[src/rtl/uart_pkg.sv]
// uart_pkg: shared UART constants and receiver state encoding.
package uart_pkg;
    localparam int UART_DATA_BITS  = 8;
    localparam int UART_OVERSAMPLE = 8;
    localparam int UART_CNT_W      = $clog2(UART_OVERSAMPLE);
    typedef enum logic [1:0] {
        IDLE  = 2'd0,
        START = 2'd1,
        DATA  = 2'd2,
        STOP  = 2'd3
    } state_e;
endpackage

[src/rtl/sync_2ff.sv]
// sync_2ff: two-flop synchronizer for asynchronous pin inputs with a chosen reset value.
module sync_2ff #(
    parameter int WIDTH = 1,
    parameter logic [WIDTH-1:0] RST_VAL = '0
) (
    input  logic             clk,
    input  logic             rst,
    input  logic [WIDTH-1:0] d_i,
    output logic [WIDTH-1:0] q_o
);
    logic [WIDTH-1:0] meta_q;
    always_ff @(posedge clk) begin
        if (rst) begin
            meta_q <= RST_VAL;
            q_o    <= RST_VAL;
        end else begin
            meta_q <= d_i;
            q_o    <= meta_q;
        end
    end
endmodule

[src/rtl/uart_rx.sv]
// uart_rx: oversampled 8N1 receiver with a one-entry valid/ready output and error pulses.
module uart_rx
    import uart_pkg::*;
#(
    parameter int DATA_BITS  = UART_DATA_BITS,
    parameter int OVERSAMPLE = UART_OVERSAMPLE
) (
    input  logic                 clk,
    input  logic                 rst,
    input  logic                 baud_tick,
    input  logic                 rx_serial,
    output logic [DATA_BITS-1:0] rx_data,
    output logic                 rx_valid,
    input  logic                 rx_ready,
    output logic                 frame_err,
    output logic                 overrun,
    output logic                 rx_busy
);
    localparam int CNT_W = $clog2(OVERSAMPLE);
    localparam int IDX_W = $clog2(DATA_BITS);
    localparam logic [CNT_W-1:0] HALF = CNT_W'(OVERSAMPLE / 2 - 1);
    localparam logic [CNT_W-1:0] FULL = CNT_W'(OVERSAMPLE - 1);
    localparam logic [IDX_W-1:0] LAST = IDX_W'(DATA_BITS - 1);

    logic                 rx_s, hit, good, bad;
    state_e               state_q, state_d;
    logic [CNT_W-1:0]     cnt_q, cnt_d;
    logic [IDX_W-1:0]     idx_q, idx_d;
    logic [DATA_BITS-1:0] shift_q, shift_d, data_d;
    logic                 armed_q, armed_d, valid_d, fe_d, ov_d;

    sync_2ff #(.WIDTH(1), .RST_VAL(1'b1)) u_sync (
        .clk (clk),
        .rst (rst),
        .d_i (rx_serial),
        .q_o (rx_s)
    );

    // Start sampling lands mid-bit; every later sample is one full bit apart.
    assign hit     = baud_tick && cnt_q == (state_q == START ? HALF : FULL);
    assign rx_busy = state_q != IDLE;

    always_comb begin
        state_d = state_q;
        cnt_d   = cnt_q;
        idx_d   = idx_q;
        shift_d = shift_q;
        armed_d = armed_q | (baud_tick & rx_s);
        good    = 1'b0;
        bad     = 1'b0;
        if (baud_tick) begin
            case (state_q)
                IDLE: begin
                    if (armed_q && !rx_s) begin
                        state_d = START;
                        cnt_d   = '0;
                    end
                end
                START: begin
                    cnt_d = hit ? '0 : cnt_q + 1'b1;
                    if (hit) begin
                        state_d = rx_s ? IDLE : DATA;
                        idx_d   = '0;
                    end
                end
                DATA: begin
                    cnt_d = hit ? '0 : cnt_q + 1'b1;
                    if (hit) begin
                        shift_d = {rx_s, shift_q[DATA_BITS-1:1]};
                        idx_d   = idx_q + 1'b1;
                        state_d = idx_q == LAST ? STOP : DATA;
                    end
                end
                default: begin
                    cnt_d = hit ? '0 : cnt_q + 1'b1;
                    if (hit) begin
                        good    = rx_s;
                        bad     = !rx_s;
                        state_d = IDLE;
                    end
                end
            endcase
        end
    end

    // A held byte that is not being taken wins; the new one is dropped.
    assign data_d  = good && (!rx_valid || rx_ready) ? shift_q : rx_data;
    assign valid_d = good | (rx_valid & ~rx_ready);
    assign fe_d    = bad;
    assign ov_d    = good & rx_valid & ~rx_ready;

    always_ff @(posedge clk) begin
        if (rst) begin
            state_q   <= IDLE;
            cnt_q     <= '0;
            idx_q     <= '0;
            shift_q   <= '0;
            armed_q   <= 1'b0;
            rx_data   <= '0;
            rx_valid  <= 1'b0;
            frame_err <= 1'b0;
            overrun   <= 1'b0;
        end else begin
            state_q   <= state_d;
            cnt_q     <= cnt_d;
            idx_q     <= idx_d;
            shift_q   <= shift_d;
            armed_q   <= armed_d;
            rx_data   <= data_d;
            rx_valid  <= valid_d;
            frame_err <= fe_d;
            overrun   <= ov_d;
        end
    end
endmodule

[config.mk]
export PLATFORM = sky130hd
export DESIGN_NAME = uart_rx
export DESIGN_NICKNAME = d
export VERILOG_FILES = /design/src/rtl/uart_pkg.sv /design/src/rtl/sync_2ff.sv /design/src/rtl/uart_rx.sv
export SDC_FILE = /design/constraint.sdc
export NUM_CORES = 1
export LEC_CHECK = 0
export ABC_AREA = 0
export BUFFER_PORTS_ARGS = -buffer_cell sky130_fd_sc_hd__buf_2
export CORE_ASPECT_RATIO = 1.2
export CORE_MARGIN = 2
export CORE_UTILIZATION = 53
export CTS_BUF_LIST = sky130_fd_sc_hd__clkbuf_2 sky130_fd_sc_hd__clkbuf_4 sky130_fd_sc_hd__clkbuf_8
export DETAILED_ROUTE_END_ITERATION = 6
export PLACE_DENSITY = 0.81
export SYNTH_ARGS = -nofsm -noshare
export SYNTH_HDL_FRONTEND = slang
export SYNTH_HIERARCHICAL = 1
export SYNTH_SLANG_ARGS = --single-unit
[constraint.sdc]
create_clock -name clk -period 3.5 [get_ports clk]
set_input_delay 0.35 -clock clk [delete_from_list [all_inputs] [get_ports clk]]
set_output_delay 0.35 -clock clk [all_outputs]
set_load 0.005 [all_outputs]
Word-level counts from Yosys, hierarchy flattened
Cells that the tools add are included.
{ "word_totals": {"reg_bits": 30, "in_bits": 5, "output_inout_bits": 12, "wordCells": 62} }
{ "op_classes": {"add_sub_neg": 2, "eq_ne": 7, "muxes": 17, "n_bitwise": 9, "n_reduce_logical": 16} }
{ "ops": {"columns": ["op", "n"], "rows": [
  ["two-way mux 3 bit", 6],
  ["two-way mux 2 bit", 5],
  ["adder 3 x 1 -> 3 bit, second input constant", 2],
  ["inequality test 2 bit, second input constant", 3],
  ["case mux 2 bit (3 select lines)", 1],
  ["case mux 3 bit (2 select lines)", 1],
  ["nonzero test 2 bit", 3],
  ["OR reduction 6 bit", 1],
  ["AND reduction 5 bit", 1],
  ["bitwise AND 1 bit", 4],
  ["two-way mux 1 bit", 4],
  ["AND reduction 4 bit", 1],
  ["equality test 3 bit", 1],
  ["equality test 3 bit, second input constant", 1],
  ["logical AND 1 bit", 3],
  ["inverter 1 bit", 3],
  ["AND reduction 3 bit", 1],
  ["OR reduction 3 bit", 1],
  ["equality test 2 x 1 -> 1 bit, second input constant", 1],
  ["equality test 2 bit, second input constant", 1],
  ["logical NOT 1 bit", 2],
  ["logical NOT 2 bit", 1],
  ["bitwise OR 1 bit", 2],
  ["AND reduction 2 bit", 1],
  ["logical OR 1 bit", 1]
]} }

Logic depth before layout (Yosys ltp)
{ "depth": {"ltp_word": 9, "depth_mapped": 6, "depth_no_buf": 5} }

Modules after synthesis
Netlist, hierarchy kept.
{ "by_module_without_submodules": {"columns": ["module", "instances", "cells_each", "area_each_um2", "seq_area_each_um2"], "rows": [
  ["uart_rx", 1, 126, 1178.6, 560.5],
  ["sync_2ff", 1, 4, 52.6, 40.0]
]} }

Worst setup path after synthesis
Ideal clock, no wire load.
{ "synth_timing": {"path_type": "register -> register", "from": "reg cnt_q[0]", "to": "reg rx_data[0]", "setup_time_ns": 0.128, "t_arrival_ns": 1.307, "t_required_ns": 3.372, "setup_slack_ns": 2.065, "stages_incl_launch_ff": 7, "n_path_buf": 1, "period_less_slack_ns": 1.435, "cell_sequence": "dfxtp_1 ha_1 nand2_4 nor4b_4 buf_6 mux2i_1 nor2_1"} }
{ "synth_via": {"elab_chain_cells": 6} }
{ "synth_lines": {"columns": ["element", "line_no", "rtl"], "rows": [
  ["from (decl)", "uart_rx.sv:27", "logic [CNT_W-1:0] cnt_q, cnt_d;"],
  ["from (signal assigned)", "uart_rx.sv:105", "cnt_q <= cnt_d;"],
  ["equality test 3 bit", "uart_rx.sv:40", "assign hit = baud_tick && cnt_q == (state_q == START ? HALF : FULL);"],
  ["logical AND 1 bit", "uart_rx.sv:40", null],
  ["two-way mux 1 bit", "uart_rx.sv:76", "if (hit) begin"],
  ["two-way mux 1 bit", "uart_rx.sv:52", "case (state_q)"],
  ["two-way mux 1 bit", "uart_rx.sv:51", "if (baud_tick) begin"],
  ["logical AND 1 bit", "uart_rx.sv:87", "assign data_d = good && (!rx_valid || rx_ready) ? shift_q : rx_data;"],
  ["to (signal assigned)", "uart_rx.sv:109", "rx_data <= data_d;"],
  ["to (decl)", "uart_rx.sv:12", "output logic [DATA_BITS-1:0] rx_data,"]
]} }
No other way between the ends.
A chain may end at the register's enable or synchronous reset.

Final worst setup path
{ "layout_timing": {"from": "reg cnt_q[0]", "to": "reg rx_data[2]"} }
Same word-level chain as after synthesis.

==> flow_summary.ini <==
[outcome]
status = finished, final reports clean

[timing]
hold_violations = 0
max_clock_freq_ghz = 0.5334
min_period_ps = 1875
rsz0062_at_grt = no
fin_crit_sh_pct = 53.57
fin_setup_tns_ps = 0
worst_pin_slew_ps = 696.4
setup_violations = 0
relSlewSlack_pct = 53.38
drv_slew = 0
clock_skew_ps = 11.78

[clock_tree]
cts_setup_buffers = 0
cts_made_buffers = 5
h-tree-depth = 2
clk_pin_slew_worst_paths_ps = 90
cts_sinks = 30
root_buffer = clkbuf_4
clock_latency_ps = 330
cts_resized = 0
clock_path_buffers = 2
cts_tree = done
cts_hold_buf = 0

[yosys]
netlist_top_cells_count = 30 x dfxtp_1, 19 x nand2_1, 16 x nor2_1
yosys_register_bits = 30
async_reset_ff_share_pct = 0
syn_area_um2 = 1231
synth.top_cell.area_share_pct = 48.78
synth_area_leaders = dfxtp_1 49%, mux2i_1 7.3%, nand2_1 5.8%
synth_edf_count = 0
synth_fp_nets = 138
ys.flop_type = dfxtp_1
synth_seq_area_share_pct = 48.78
yosys_warnings = 6
syn_inst = 130
yosysMostFrequentCell = dfxtp_1
synth_top_area_cell = dfxtp_1
avgSynthCellArea_um2 = 9.471
synth_cell_type_count = 36

[detailed_routing]
dr.pass1.iters = 4
drc = 0
vias_per_cell = 5.298
vias = 943
drt_wl_total_um = 2105
drtIter0Drc = 28
wire_per_inst_um = 11.83
final_antenna_net_count = 0

[floorplanning]
core_area_um2 = 2235
die_width_um = 48.00
fp-row-count = 19
start_util_pct = 55.10
die_h_um = 56.80
ios = 17
die_area_um2 = 2726

[grt]
grt_pass1_vias = 834
gr-total-overflow = 0
grt_start_max_net_pins = 31
grt_first_pass_wirelength_um = 3539
antenna_found_initial = 0
grt_use_met1_pct = 22.31
met3_usage_pct = 8.682
globalRouteMet2Util_pct = 26.67
busiest_layer = met2
grt_usage_pct = 18.43

[setup_path]
cp-start-kind = flip-flop
worstSetupEndpointType = flip-flop
cp.arrival_ps = 2080
criticalPathCategory = flip-flop to flip-flop
cp_data_required_time_ps = 3700
cp_max_fo = 8

[final_layout]
antenna_cells = 0
finalNetCount = 154
fillers = 219
areaGrowthSynthToFinish_pct = 12.60
fin_area_um2 = 1386
drive_above_1_share_pct = 23.13

[place]
hpwl_um = 1444
gp_congestion = 0.8065
port_buffers = 16
placedInstanceArea_um2 = 1304

[pwr]
leakage_nw = 0.5494
peakVddDrop_uv = 345.8
fin_total_pwr_uw = 641.2
p_per_area_nw_per_um2 = 462.5

[flow_run]
drv_cap = 0

[worst_hold_path]
hold_path_class = input port to flip-flop
==> layout by cell type (no fill, tap or decap), types with 2 or more instances in the layout <==
cell type and n:
o21a_1 2, or3_2 2, dfxtp_1 30, nor3_1 2, a31oi_1 2, nand2_1 19
mux2i_1 9, a21oi_1 13, buf_2 16, nand3_1 2, ha_1 3, nand2_4 2
nor2_1 16, clkbuf_4 7, or2_1 2, a22oi_1 2
==> state kept, by name, summed over array words and instances (netlist names) <==
name           count
rx_data            8
shift_q            8
cnt_q              3
idx_q              3
state_q            2
armed_q            1
frame_err          1
overrun            1
rx_valid           1
u_sync/meta_q      1
u_sync/q_o         1
==> path summary, 6_finish.rpt <==
kind                             from                       end  slack (ps)  cells after the start
max             cnt_q[0]$_SDFFE_PP0P_   rx_data[2]$_SDFFE_PP0P_        1630                      5
min reg2reg  u_sync/meta_q$_SDFF_PP1_     u_sync/q_o$_SDFF_PP1_         430                      1
max reg2reg     cnt_q[0]$_SDFFE_PP0P_   rx_data[2]$_SDFFE_PP0P_        1630                      5
min                         rx_serial  u_sync/meta_q$_SDFF_PP1_         200                      2
==> critical path, cell delays in order, from the launching register on <==
cell and delay [ps]:
dfxtp_1 360, ha_1 300, nand2_4 100, nor4b_4 660
mux2i_1 280, nor2_1 60
==> where the power goes <==
part	internal (mW)	switching (mW)	leakage (nW)
registers	0.344	0.00247	0.242
clock network	0.167	0.112	0.0463
logic	0.00564	0.0102	0.261
==> final cells by class <==
class / count / area (µm²) / share of cell area (%)
repair buffers: 17 / 87.58 / 6.318
clock inverters: 1 / 30.03 / 2.166
clock buffers: 7 / 52.55 / 3.791
inverters: 1 / 3.754 / 0.2708
well taps: 31 / 38.79 / 2.798
flip-flops and latches: 30 / 600.6 / 43.32
multi-input cells: 91 / 573.1 / 41.34
==> per-stage QoR <==
step                      worst slack [ps]  cells  utilization (%)  hold WS, ps
after floorplan                       2065    130                -        385.4
after global placement                1718    170            58.34        395.8
after detailed placement              1662    170            58.34        406.3
after CTS                             1626    178            62.04        191.5
after global routing                  1470    178            62.04        187.6
final                                 1625    178            62.04        198.2
==> kinds of logic (layout without fill, tap and decap cells) <==
family / count (synthesis) / after routing / synth area share, %
adder cells (fa/ha/maj): 3 / 3 / 3.049
buffers and inverters: 9 / 26 / 4.674
flip-flops: 30 / 30 / 48.78
AND/OR/NAND/NOR: 55 / 55 / 23.58
XOR/XNOR: 1 / 1 / 0.7115
AO/OA/AOI/OAI: 23 / 23 / 11.89
multiplexers: 9 / 9 / 7.317
==> routing by layer <==
layer | up-vias | routed length [µm]
met4 | 0 | 46
met5 | - | 0
met2 | 20 | 1019
met1 | 444 | 932
met3 | 6 | 106
li1 | 473 | -
(Power assumes the default switching activity.)
